<file path="src/rtl/rx_medidas_7e1_if.sv">
// Serial line plus decoded-measurement bundle of the 7E1 sensor message receiver.
// master = the receiver producing measurements; slave = line driver / host consumer.
interface rx_medidas_7e1_if;
  logic        entrada_serial;
  logic [11:0] medida1;
  logic [11:0] medida2;
  logic [11:0] medida3;
  logic        pronto;
  logic        erro;
  logic [6:0]  caractere;
  logic        tem_caractere;
  logic [3:0]  db_estado;

  modport master (
    input  entrada_serial,
    output medida1, medida2, medida3, pronto, erro, caractere, tem_caractere, db_estado
  );

  modport slave (
    output entrada_serial,
    input  medida1, medida2, medida3, pronto, erro, caractere, tem_caractere, db_estado
  );
endinterface

</file>
<file path="src/rtl/rx_medidas_7e1.sv">
// 7E1 UART receiver that parses "hhh#hhh#hhh#" into three 12-bit BCD distances,
// published atomically with a one-cycle pronto pulse.
module rx_medidas_7e1 #(
  parameter int DIV          = 434,
  parameter int IDLE_TIMEOUT = 8680
) (
  input logic              clock,
  input logic              reset,
  rx_medidas_7e1_if.master bus
);
  localparam int CW = $clog2(DIV + 1);
  localparam int TW = $clog2(IDLE_TIMEOUT + 1);
  localparam logic [CW-1:0] BIT_CYC  = CW'(DIV);
  localparam logic [CW-1:0] HALF_CYC = CW'(DIV / 2);
  localparam logic [CW-1:0] ONE_CYC  = CW'(1);
  localparam logic [TW-1:0] IDLE_MAX = TW'(IDLE_TIMEOUT);

  typedef enum logic [3:0] {
    ESPERA   = 4'd0,
    START    = 4'd1,
    DADOS    = 4'd2,
    PARIDADE = 4'd3,
    STOP     = 4'd4,
    ENTREGA  = 4'd5
  } state_t;

  state_t        state_q, state_d;
  logic          rx_meta_q, rx_sync_q, rx_prev_q;
  logic [CW-1:0] cnt_q, cnt_d;
  logic [2:0]    bit_q, bit_d;
  logic [6:0]    data_q, data_d;
  logic          par_err_q, par_err_d;
  logic          rx_err_q, rx_err_d;
  logic [6:0]    char_q, char_d;
  logic [TW-1:0] idle_q, idle_d;
  logic [1:0]    slot_q, slot_d;
  logic [1:0]    ndig_q, ndig_d;
  logic [11:0]   shadow_q, shadow_d;
  logic [11:0]   buf1_q, buf1_d, buf2_q, buf2_d;
  logic [11:0]   med1_q, med1_d, med2_q, med2_d, med3_q, med3_d;
  logic          descarta_q, descarta_d;
  logic          pronto_q, pronto_d;
  logic          erro_q, erro_d;

  logic fall, timeout, is_digit, is_hash;

  // Synchronizer flops reset low so a line already low at release never looks like a start.
  assign fall     = rx_prev_q & ~rx_sync_q;
  assign timeout  = (state_q == ESPERA) && (idle_q == IDLE_MAX);
  assign is_digit = (char_q[6:4] == 3'b011) && (char_q[3:0] <= 4'd9);
  assign is_hash  = (char_q == 7'h23);

  // Receiver: all sample points are counted from start detection.
  always_comb begin
    // NOTE: every always_comb output gets a default first so no path infers a latch.
    state_d   = state_q;
    cnt_d     = cnt_q + 1'b1;
    bit_d     = bit_q;
    data_d    = data_q;
    par_err_d = par_err_q;
    rx_err_d  = rx_err_q;
    char_d    = char_q;
    idle_d    = idle_q;
    unique case (state_q)
      ESPERA: begin
        cnt_d = '0;
        if (fall) begin
          state_d = START;
          cnt_d   = ONE_CYC;
          idle_d  = '0;
        end else if (idle_q != IDLE_MAX) begin
          idle_d = idle_q + 1'b1;
        end
      end
      START: if (cnt_q == HALF_CYC) begin
        state_d = rx_sync_q ? ESPERA : DADOS;
        cnt_d   = ONE_CYC;
        bit_d   = '0;
      end
      DADOS: if (cnt_q == BIT_CYC) begin
        data_d = {rx_sync_q, data_q[6:1]};
        cnt_d  = ONE_CYC;
        if (bit_q == 3'd6) state_d = PARIDADE;
        else               bit_d   = bit_q + 1'b1;
      end
      PARIDADE: if (cnt_q == BIT_CYC) begin
        par_err_d = (^data_q) ^ rx_sync_q;
        cnt_d     = ONE_CYC;
        state_d   = STOP;
      end
      STOP: if (cnt_q == BIT_CYC) begin
        rx_err_d = par_err_q | ~rx_sync_q;
        if (!par_err_q && rx_sync_q) char_d = data_q;
        state_d = ENTREGA;
      end
      ENTREGA: begin
        cnt_d   = '0;
        state_d = ESPERA;
      end
      default: state_d = ESPERA;
    endcase
  end

  // Message parser, evaluated once per delivered character.
  always_comb begin
    slot_d     = slot_q;
    ndig_d     = ndig_q;
    shadow_d   = shadow_q;
    buf1_d     = buf1_q;
    buf2_d     = buf2_q;
    med1_d     = med1_q;
    med2_d     = med2_q;
    med3_d     = med3_q;
    descarta_d = descarta_q;
    pronto_d   = 1'b0;
    erro_d     = 1'b0;
    if (timeout) begin
      slot_d     = '0;
      ndig_d     = '0;
      shadow_d   = '0;
      descarta_d = 1'b0;
    end
    if (state_q == ENTREGA) begin
      if (rx_err_q || (!descarta_q && !(is_digit && ndig_q != 2'd3) && !(is_hash && ndig_q == 2'd3))) begin
        erro_d     = 1'b1;
        slot_d     = '0;
        ndig_d     = '0;
        shadow_d   = '0;
        descarta_d = 1'b1;
      end else if (!descarta_q && is_digit) begin
        shadow_d = {shadow_q[7:0], char_q[3:0]};
        ndig_d   = ndig_q + 1'b1;
      end else if (!descarta_q) begin
        ndig_d   = '0;
        shadow_d = '0;
        unique case (slot_q)
          2'd0:    begin buf1_d = shadow_q; slot_d = 2'd1; end
          2'd1:    begin buf2_d = shadow_q; slot_d = 2'd2; end
          default: begin
            med1_d   = buf1_q;
            med2_d   = buf2_q;
            med3_d   = shadow_q;
            pronto_d = 1'b1;
            slot_d   = 2'd0;
          end
        endcase
      end
    end
  end

  always_ff @(posedge clock or negedge reset) begin
    if (!reset) begin
      state_q    <= ESPERA;
      rx_meta_q  <= 1'b0;
      rx_sync_q  <= 1'b0;
      rx_prev_q  <= 1'b0;
      cnt_q      <= '0;
      bit_q      <= '0;
      data_q     <= '0;
      par_err_q  <= 1'b0;
      rx_err_q   <= 1'b0;
      char_q     <= '0;
      idle_q     <= '0;
      slot_q     <= '0;
      ndig_q     <= '0;
      shadow_q   <= '0;
      buf1_q     <= '0;
      buf2_q     <= '0;
      med1_q     <= '0;
      med2_q     <= '0;
      med3_q     <= '0;
      descarta_q <= 1'b0;
      pronto_q   <= 1'b0;
      erro_q     <= 1'b0;
    end else begin
      // NOTE: non-blocking assignments so every flop samples pre-edge values.
      state_q    <= state_d;
      rx_meta_q  <= bus.entrada_serial;
      rx_sync_q  <= rx_meta_q;
      rx_prev_q  <= rx_sync_q;
      cnt_q      <= cnt_d;
      bit_q      <= bit_d;
      data_q     <= data_d;
      par_err_q  <= par_err_d;
      rx_err_q   <= rx_err_d;
      char_q     <= char_d;
      idle_q     <= idle_d;
      slot_q     <= slot_d;
      ndig_q     <= ndig_d;
      shadow_q   <= shadow_d;
      buf1_q     <= buf1_d;
      buf2_q     <= buf2_d;
      med1_q     <= med1_d;
      med2_q     <= med2_d;
      med3_q     <= med3_d;
      descarta_q <= descarta_d;
      pronto_q   <= pronto_d;
      erro_q     <= erro_d;
    end
  end

  assign bus.medida1       = med1_q;
  assign bus.medida2       = med2_q;
  assign bus.medida3       = med3_q;
  assign bus.pronto        = pronto_q;
  assign bus.erro          = erro_q;
  assign bus.caractere     = char_q;
  assign bus.tem_caractere = (state_q == ENTREGA) && !rx_err_q;
  assign bus.db_estado     = state_q;
endmodule

</file>
<file path="src/flat_wrapper.sv">
// flat-port wrapper written by rule: the top's interface ports become plain ports
module rx_medidas_7e1_flat 
#(
  parameter int DIV          = 434,
  parameter int IDLE_TIMEOUT = 8680
)
  (clock, reset, bus_entrada_serial, bus_medida1, bus_medida2, bus_medida3, bus_pronto, bus_erro, bus_caractere, bus_tem_caractere, bus_db_estado);
  rx_medidas_7e1_if bus_i ();
  input logic clock;
  input logic reset;
  input wire logic [$bits(bus_i.entrada_serial)-1:0] bus_entrada_serial;
  output wire logic [$bits(bus_i.medida1)-1:0] bus_medida1;
  output wire logic [$bits(bus_i.medida2)-1:0] bus_medida2;
  output wire logic [$bits(bus_i.medida3)-1:0] bus_medida3;
  output wire logic [$bits(bus_i.pronto)-1:0] bus_pronto;
  output wire logic [$bits(bus_i.erro)-1:0] bus_erro;
  output wire logic [$bits(bus_i.caractere)-1:0] bus_caractere;
  output wire logic [$bits(bus_i.tem_caractere)-1:0] bus_tem_caractere;
  output wire logic [$bits(bus_i.db_estado)-1:0] bus_db_estado;
  assign bus_i.entrada_serial = bus_entrada_serial;
  assign bus_medida1 = bus_i.medida1;
  assign bus_medida2 = bus_i.medida2;
  assign bus_medida3 = bus_i.medida3;
  assign bus_pronto = bus_i.pronto;
  assign bus_erro = bus_i.erro;
  assign bus_caractere = bus_i.caractere;
  assign bus_tem_caractere = bus_i.tem_caractere;
  assign bus_db_estado = bus_i.db_estado;
  rx_medidas_7e1 #(.DIV(DIV), .IDLE_TIMEOUT(IDLE_TIMEOUT)) u_core (.clock(clock), .reset(reset), .bus(bus_i));
endmodule
</file>
<file path="config.mk">
export PLATFORM = sky130hd
export DESIGN_NAME = rx_medidas_7e1_flat
export DESIGN_NICKNAME = d
export VERILOG_FILES = /design/src/rtl/rx_medidas_7e1_if.sv /design/src/rtl/rx_medidas_7e1.sv /design/src/flat_wrapper.sv
export SDC_FILE = /design/constraint.sdc
export NUM_CORES = 1
export LEC_CHECK = 0
export BUFFER_PORTS_ARGS = -buffer_cell sky130_fd_sc_hd__buf_2
export CORE_ASPECT_RATIO = 1.75
export CORE_MARGIN = 2
export CORE_UTILIZATION = 53
export DETAILED_ROUTE_END_ITERATION = 10
export PLACE_DENSITY = 0.75
export RECOVER_POWER = 50
export SLEW_MARGIN = 0
export SYNTH_ARGS = -nofsm -noshare
export SYNTH_HDL_FRONTEND = slang
export SYNTH_SLANG_ARGS = --single-unit
</file>
<file path="constraint.sdc">
create_clock -name clock -period 2.25 [get_ports clock]
set_clock_uncertainty 0.05 [all_clocks]
set_input_delay 0.225 -clock clock [delete_from_list [all_inputs] [get_ports clock]]
set_output_delay 0.225 -clock clock [all_outputs]
set_load 0.01 [all_outputs]
</file>
# Word level (Yosys, flattened, before mapping)
# Cells that the tools add are included.
# Widths: inputs -> output; s select.
[word_totals] ff_bits=128 input_bits=3 output_inout_bits=50 elab_cells=133
[op_classes] addsub=4 order_cmp=1 eq_ne=22 n_mux=44 bitwise_logic=8 n_reduce_logical=32
[op_table] cell="$mux 12" count=5
[op_table] cell="$pmux 9 s4" count=1
[op_table] cell="$mux 14" count=2
[op_table] cell="$mux 4" count=6
[op_table] cell="$mux 2" count=11
[op_table] cell="$pmux 4 s5" count=1
[op_table] cell="$mux 9" count=2
[op_table] cell="$reduce_and 5->1" count=3
[op_table] cell="$add 14x1->14 const B" count=1
[op_table] cell="$eq 14x14->1 const B" count=1
[op_table] cell="$ne 14x14->1 const B" count=1
[op_table] cell="$ne 2x1->1 const B" count=6
[op_table] cell="$mux 1" count=11
[op_table] cell="$add 9x1->9 const B" count=1
[op_table] cell="$eq 9x8->1 const B" count=1
[op_table] cell="$eq 9x9->1 const B" count=1
[op_table] cell="$logic_and 1x1->1" count=9
[op_table] cell="$mux 3" count=3
[op_table] cell="$eq 4x2->1 const B" count=2
[op_table] cell="$eq 4x3->1 const B" count=2
[op_table] cell="$reduce_and 2->1" count=4
[op_table] cell="$eq 7x6->1 const B" count=1
[op_table] cell="$reduce_xor 7->1" count=1
[op_table] cell="$pmux 3 s2" count=1
[op_table] cell="other kinds (23)" count=34

# Longest topological paths before layout
# Gate-level depths: netlist of the first run.
[logic_depth] ltp_word=9 mapped_depth=7 depth_no_buf=6

# Least setup slack after synthesis of the first run
# OpenSTA, ideal clock, no wires.
[synth_path] kind="register to register" start="register u_core.state_q[1], in the netlist u_core.bus.db_estado[1]" end="register u_core.buf1_q[10]" setup_ns=0.125 arrival_time_ns=2.008 required_ns=2.075 slack_ns=0.067 stages_incl_launch_ff=6 n_path_buf=1 synth_period_minus_slack_ns=2.183 cell_sequence="dfrtp_1 nand3b_1 or3_4 nor4_2 buf_2 mux2_2"
[synth_via] elab_chain_len=2
[synth_lines] element="start: declaration" line_no="rx_medidas_7e1.sv:27" rtl="state_t state_q, state_d;"
[synth_lines] element="start signal: assignment" line_no="rx_medidas_7e1.sv:177" rtl="state_q <= state_d;"
[synth_lines] element="$eq 4x3->1" line_no="rx_medidas_7e1.sv:123" rtl="if (state_q == ENTREGA) begin"
[synth_lines] element="$reduce_and 5->1 (no source line)"
[synth_lines] element="end signal: assignment" line_no="rx_medidas_7e1.sv:191" rtl="buf1_q <= buf1_d;"
[synth_lines] element="end: declaration" line_no="rx_medidas_7e1.sv:39" rtl="logic [11:0] buf1_q, buf1_d, buf2_q, buf2_d;"
# No other way between the ends.
# A chain may end at the register's enable or synchronous reset.

# Worst setup path after layout of the first run
[layout_path] start="register u_core.ndig_q[1]" end="register u_core.buf2_q[4]"
[layout_via] elab_chain_len=8 word_cells_on_any_way=11 classes_between="eq/ne (2); bitwise (1); reduce/logical (8)"
[layout_lines] element="start: declaration" line_no="rx_medidas_7e1.sv:37" rtl="logic [1:0] ndig_q, ndig_d;"
[layout_lines] element="start signal: assignment" line_no="rx_medidas_7e1.sv:189" rtl="ndig_q <= ndig_d;"
[layout_lines] element="$ne 2x2->1" line_no="rx_medidas_7e1.sv:124" rtl="if (rx_err_q || (!descarta_q && !(is_digit && ndig_q != 2'd3) && !(is_hash && ndig_q == 2'd3))) begin"
[layout_lines] element="$logic_and 1x1->1" line_no="rx_medidas_7e1.sv:124"
[layout_lines] element="$logic_not 1->1" line_no="rx_medidas_7e1.sv:124"
[layout_lines] element="$logic_and 1x1->1" line_no="rx_medidas_7e1.sv:124"
[layout_lines] element="$logic_and 1x1->1 (*)" line_no="rx_medidas_7e1.sv:124"
[layout_lines] element="$logic_or 1x1->1 (*)" line_no="rx_medidas_7e1.sv:124"
[layout_lines] element="$not 1->1 (no source line) (*)"
[layout_lines] element="$reduce_and 5->1 (no source line) (*)"
[layout_lines] element="end signal: assignment" line_no="rx_medidas_7e1.sv:192" rtl="buf2_q <= buf2_d;"
[layout_lines] element="end: declaration" line_no="rx_medidas_7e1.sv:39"
# Every way passes the cells marked *; elsewhere a longest branch is shown, timed or not.

==> results of run 1 <==
-- logic make-up after synthesis --
logic type	Yosys count	synth area share, %
other	1	0.0670
buffers and inverters	30	2.77
muxes	78	17.6
DFF	127	56.8
xor gates and xnor gates	19	2.97
AOI/OAI and AO/OA	56	7.09
adders and majority gates	8	1.79
and+or+nand+nor	104	10.9
-- worst max-delay path, delay by kind of cell, from the launching register on --
kind                     cells  cell delay, ns
flip-flops                   1            0.37
multiplexers                 1            0.34
AND/OR/NAND/NOR              3            0.82
adder cells (fa/ha/maj)      1            0.20
buffers and inverters        2            0.43
-- cell usage after synthesis (2+ instances only) --
cell / instances / area [µm²]
mux2_2: 46 / 518
xnor2_1: 12 / 105
nor4bb_1: 2 / 20.0
o22ai_1: 3 / 18.8
and4b_1: 2 / 20.0
nand2b_1: 5 / 31.3
nor2_1: 23 / 86.3
or4_1: 3 / 22.5
nand2_1: 20 / 75.1
clkbuf_1: 5 / 18.8
and2_1: 2 / 12.5
a21oi_1: 11 / 55.1
mux2i_1: 3 / 30.0
buf_4: 2 / 15.0
xor2_1: 7 / 61.3
or3_1: 5 / 31.3
a21o_1: 3 / 22.5
buf_6: 4 / 45.0
nand3_1: 9 / 45.0
mux2_4: 29 / 435
nand4_1: 7 / 43.8
o21ai_0: 9 / 45.0
and4_1: 2 / 17.5
and3_1: 5 / 31.3
a22oi_1: 3 / 22.5
inv_1: 15 / 56.3
ha_1: 8 / 100
buf_2: 4 / 20.0
and4bb_2: 2 / 25.0
dfrtp_1: 127 / 3180
a22o_1: 14 / 123
nor3_1: 4 / 20.0
-- registers in the layout, indices dropped and copies added (netlist names), 3 cells and up --
name / count
u_core.bus.caractere: 7
u_core.data_q: 7
u_core.bus.db_estado: 3
u_core.idle_q: 14
u_core.bus.medida2: 12
u_core.buf2_q: 12
u_core.bus.medida3: 12
u_core.cnt_q: 9
u_core.bit_q: 3
u_core.buf1_q: 12
u_core.shadow_q: 12
u_core.bus.medida1: 12
-- power groups by stage --
| stage | logic, mW | clock network, mW | registers, mW |
|---|---|---|---|
| after floorplan | 0.253 | 0 | 2.48 |
| after detailed placement | 0.441 | 0 | 2.49 |
| final | 0.436 | 2.54 | 2.45 |
| after global placement | 0.415 | 0 | 2.49 |
| after CTS | 0.448 | 2.58 | 2.45 |
| after global routing | 0.490 | 2.69 | 2.46 |
-- worst max path at each step --
stage | startpoint | cells after the start | to
floorplan | u_core.bus.db_estado[1] | 5 | u_core.buf1_q[10]
global placement | u_core.ndig_q[0] | 6 | u_core.bus.medida1[11]
detailed placement | u_core.ndig_q[1] | 6 | u_core.bus.medida2[11]
CTS | u_core.ndig_q[1] | 7 | u_core.buf2_q[6]
global route | u_core.ndig_q[1] | 7 | u_core.buf2_q[4]
finish | u_core.ndig_q[1] | 7 | u_core.buf2_q[4]
-- metal layers --
metal / share of wire (%) / global-route usage [%]
met5: 0 / 0
met1: 36 / 23.4
met2: 57 / 40.9
met4: 3.6 / 10.9
met3: 3.6 / 5.80
-- final cells by class --
cell class / instances / share of cell area (%)
Timing Repair Buffer: 83 / 7.24
Clock buffer: 19 / 6.57
Tap cell: 127 / 2.36
Multi-Input combinational cell: 266 / 34.1
Sequential cell: 127 / 47.2
Inverter: 15 / 0.835
Clock inverter: 13 / 1.73
-- through the flow --
stage / instances / setup slack, ns
2_1_floorplan: 423 / 0.0671
3_3_place_gp: 614 / 0.137
3_5_place_dp: 614 / 0.0836
4_1_cts: 648 / 0.0524
5_1_grt: 650 / -0.205
6_report: 650 / -0.0707
-- timing repair --
action                     4_1_cts  5_1_grt
setup buffers                    0        1
hold buffers                     2        0
setup endpoints to repair        0       61
hold endpoints to repair        38        0
gates resized for setup          0       10
==> reports/metrics.cfg, run 1 <==
[route]
drc = 0
ant_nets = 0
wl_per_cell_um = 18.7
drt_wl_total_um = 12200
vias = 3745
drt-initial-drc-count = 265
first_pass_iters = 5
vias_per_cell = 5.76

[place]
place_hpwl_um = 8230
io_buffers = 51
placed_area_um2 = 6150
gp_congestion = 0.878

[run_status]
status = finished, violations left
violations = negative setup slack

[worst_setup_path]
rr_worst_depth = 7
r2r_start = u_core.ndig_q[1]
worstSetupPathType = reg2reg
cp_common_cell = buf_4
critPathArrivalTime_ns = 2.57
worstPathMaxFanout = 4
crit_slowest_cell = nor4b_4
start_kind = flip-flop
cp_cell_sequence = ha_2 -> nor4bb_4 -> nand4_1 -> buf_4 -> nor4b_4 -> buf_4 -> mux2_2
crit_path_end_kind = flip-flop
r2r-end = u_core.buf2_q[4]
cp_data_required_time_ns = 2.50
cp_slowest_stage_delay_ns = 0.39
ff2ff_setup_slack_ns = -0.07

[finish]
nNetsFinal = 521
post-route-util_pct = 65.4
multiInputGateArea_um2 = 2300
diodes = 0
final_common_cell = dfrtp_1
drive_above_1_share_pct = 34.6
mostFrequentLayoutCells = dfrtp_1, mux2_2, buf_2, mux2_4, nor2_1
syn_to_final_growth_pct = 20.4
num-fill-cells = 783
fin_area_um2 = 6740
regArea_um2 = 3180

[sta]
grt_setup_unrepaired = true
fin_setup_tns_ns = -0.512
worst_hold_slack_ns = 0.300
max_freq_ghz = 0.431
worst_pin_slew_ns = 0.984
fin_crit_ns = 2.32
finalHoldViolations = 0
max_slew_margin_pct = 34.4
worst_slack_ns = -0.0707
post-route-period-util_pct = 103
slew_viol_final = 0
setup_viol = 12

[cts]
numCtsBuffers = 17
clk_pin_slew_ns = 0.06
cts_sinks = 127
clk_latency_ns = 0.41
htreeDepth = 4
tritoncts = built
clockBufferDepth = 2
root_buffer = clkbuf_16

[die]
rows = 49
io_pins = 53
initial_core_util_pct = 54.3
dieWidth_um = 81.7
dieHeight_um = 140
die_area_um2 = 11400
coreArea_um2 = 10300

[hold_path]
hold_depth = 0
hold_path.startpoint = u_core.rx_meta_q
hold_end = u_core.rx_sync_q
hold_class = reg2reg

[global_route]
first_global_vias = 3872
antenna_found_initial = 0
grt_pass1_wl_um = 19300
grt_usage_pct = 22.6
grt_max_degree = 42
gr-total-overflow = 0

[synthesis]
yosys_warnings = 0
syn-cell-area_um2 = 5600
synth_seq_cells = 127
synth_edf_count = 0
ys_types = 59
postSynthCellCount = 423
syn_nets = 434
synth_ff_type = dfrtp_1
synthArstFlopShare_pct = 100
yosysSeqAreaShare_pct = 56.8
synth_area_per_cell_um2 = 13.2

[power_and_ir_drop]
switching_power_mw = 1.33
p_int_mw = 4.10
p_clk_share_pct = 46.8
pwr-share-comb_pct = 8.0
power_per_cell_area_nw_per_um2 = 806
ir_worst_vdd_mv = 0.641
cellLeakagePower_nw = 3.42
power_frac_seq_pct = 45.2
power_mw = 5.43
switching_share_pct = 24.6

[run]
max_cap_violations = 0

(Power assumes the default switching activity.)
==> run 2: changes to the inputs <==
- RECOVER_POWER: 50 -> unset
==> reports/metrics.cfg, run 2 (same netlist as run 1, synthesis figures left out) <==
[sta]
slew_viol_final = 0  ; unchanged
worst_slack_ns = -0.0735  ; -0.00279 ns
worst_pin_slew_ns = 0.562  ; -0.422 ns
finalHoldViolations = 0  ; unchanged
post-route-period-util_pct = 103  ; +0.12 points
setup_viol = 12  ; unchanged
max_freq_ghz = 0.430  ; -0.12%
grt_setup_unrepaired = true
max_slew_margin_pct = 62.4  ; +28 points
fin_crit_ns = 2.32  ; +0.00279 ns

[finish]
nNetsFinal = 521  ; unchanged
num-fill-cells = 767  ; -2.0%
diodes = 0  ; unchanged
drive_above_1_share_pct = 38.0  ; +3.4 points
stdcell_count = 650  ; unchanged
mostFrequentLayoutCells = dfrtp_1, buf_2, mux2_2, mux2_4, buf_4
regMostFlops = u_core.idle_q
largest_reg_flops = 14  ; unchanged
syn_to_final_growth_pct = 21.3
final_common_cell = dfrtp_1

[worst_setup_path]
crit_path_end_kind = flip-flop
worstSetupPathType = reg2reg
worstPathMaxFanout = 4  ; unchanged
critPathArrivalTime_ns = 2.57  ; about the same
start_kind = flip-flop
cp_data_required_time_ns = 2.50  ; about the same

[cts]
cts_sinks = 127  ; unchanged
htreeDepth = 4  ; unchanged
numCtsBuffers = 17  ; unchanged
root_buffer = clkbuf_16
clockBufferDepth = 2  ; unchanged
clk_latency_ns = 0.41  ; about the same
clk_pin_slew_ns = 0.06  ; about the same
tritoncts = built

[route]
drc = 0  ; unchanged
ant_nets = 0  ; unchanged
vias = 3721  ; -0.64%
drt_wl_total_um = 12100  ; -0.57%
first_pass_iters = 4  ; -1
vias_per_cell = 5.72  ; -0.64%
wl_per_cell_um = 18.6  ; -0.57%
drt-initial-drc-count = 268  ; +1.1%

[die]
dieWidth_um = 81.7  ; unchanged
dieHeight_um = 140  ; unchanged
coreArea_um2 = 10300  ; unchanged
io_pins = 53  ; unchanged
initial_core_util_pct = 54.3  ; unchanged
die_area_um2 = 11400  ; unchanged
rows = 49  ; unchanged

[power_and_ir_drop]
cellLeakagePower_nw = 3.51  ; +2.5%
power_mw = 5.44  ; about the same
power_per_cell_area_nw_per_um2 = 801  ; -0.63%
ir_worst_vdd_mv = 0.642  ; +0.13%

[global_route]
grt_use_met1_pct = 23.4  ; unchanged
grt_pass1_wl_um = 19300  ; unchanged
grt_max_degree = 42  ; unchanged
first_global_vias = 3872  ; unchanged
antenna_found_initial = 0  ; unchanged
use_met3_pct = 5.80  ; unchanged
gr-total-overflow = 0  ; unchanged
grt_usage_pct = 22.6  ; unchanged
busiest_layer = met2
grt_util_met2_pct = 40.9  ; unchanged

[place]
io_buffers = 51  ; unchanged
place_hpwl_um = 8230  ; unchanged
gp_congestion = 0.878  ; unchanged
dp.cells = 614  ; unchanged

[run]
max_cap_violations = 0  ; unchanged

[hold_path]
hold_class = in2async

[run_status]
status = finished, violations left
violations = negative setup slack

run 2: changes by cell type in the layout (fill, tap and decap cells not counted):
| cell | before | now |
|---|---|---|
| buf_12 | 1 | 2 |
| buf_2 | 33 | 50 |
| buf_4 | 22 | 27 |
| clkbuf_1 | 19 | 1 |
| clkbuf_2 | 4 | 0 |
| clkbuf_4 | 1 | 0 |
run 2: power by group:
part	switching, mW	internal, mW
clock network	0.996	1.55
registers	0.0871	2.37
logic	0.250	0.192
run 2: worst paths after layout:
check,from,to,slack (ns),cells past startpoint
max,u_core.ndig_q[1],u_core.buf2_q[4],-0.07,7
min,reset,u_core.bus.medida2[4],0.28,2
max reg2reg,u_core.ndig_q[1],u_core.buf2_q[4],-0.07,7
min reg2reg,u_core.rx_meta_q,u_core.rx_sync_q,0.30,0
max in group asynchronous,reset,u_core.data_q[1],1.22,3
min in group clock,u_core.rx_meta_q,u_core.rx_sync_q,0.30,0
run 2: stage by stage:
step / worst slack, ns / TNS (ns) / hold WS, ns / util (%) / area (µm²)
global placement: 0.137 / 0 / 0.179 / 59.7 / 6150
finish: -0.0735 / -0.554 / 0.283 / 65.9 / 6790
CTS: 0.0524 / 0 / 0.289 / 65.3 / 6730
global route: -0.205 / -4.30 / 0.314 / 65.9 / 6790
floorplan: 0.0671 / 0 / -0.121 / - / 5600
detailed placement: 0.0836 / 0 / 0.180 / 59.7 / 6150
run 2: worst max-delay path: stages (launching register included):
cell and delay [ns]:
dfrtp_1 0.37, ha_2 0.20, nor4bb_4 0.23, nand4_1 0.20
buf_4 0.20, nor4b_4 0.39, buf_4 0.23, mux2_2 0.34
run 2: timing repair:
item                                   4_1_cts  5_1_grt
setup endpoints to repair                    0       61
setup buffers                                0        1
hold buffers                                 2        0
gates resized for setup                      0       10
endpoints found under the hold margin       38        0
run 2: area by class of cell:
cell class / count / area, µm² / area share, %
Tap cell: 127 / 159 / 2.34
Clock buffer: 19 / 443 / 6.53
Timing Repair Buffer: 83 / 536 / 7.89
Sequential cell: 127 / 3180 / 46.8
Multi-Input combinational cell: 266 / 2300 / 33.9
Inverter: 15 / 56.3 / 0.830
Clock inverter: 13 / 116 / 1.71
run 2: routing by layer:
| metal | up-vias | part of all wire [%] | routed length, µm |
|---|---|---|---|
| li1 | 1706 | - | - |
| met1 | 1893 | 36 | 4360 |
| met2 | 94 | 57 | 6860 |
| met3 | 28 | 3.3 | 404 |
| met4 | 0 | 3.7 | 453 |
| met5 | - | 0 | 0 |
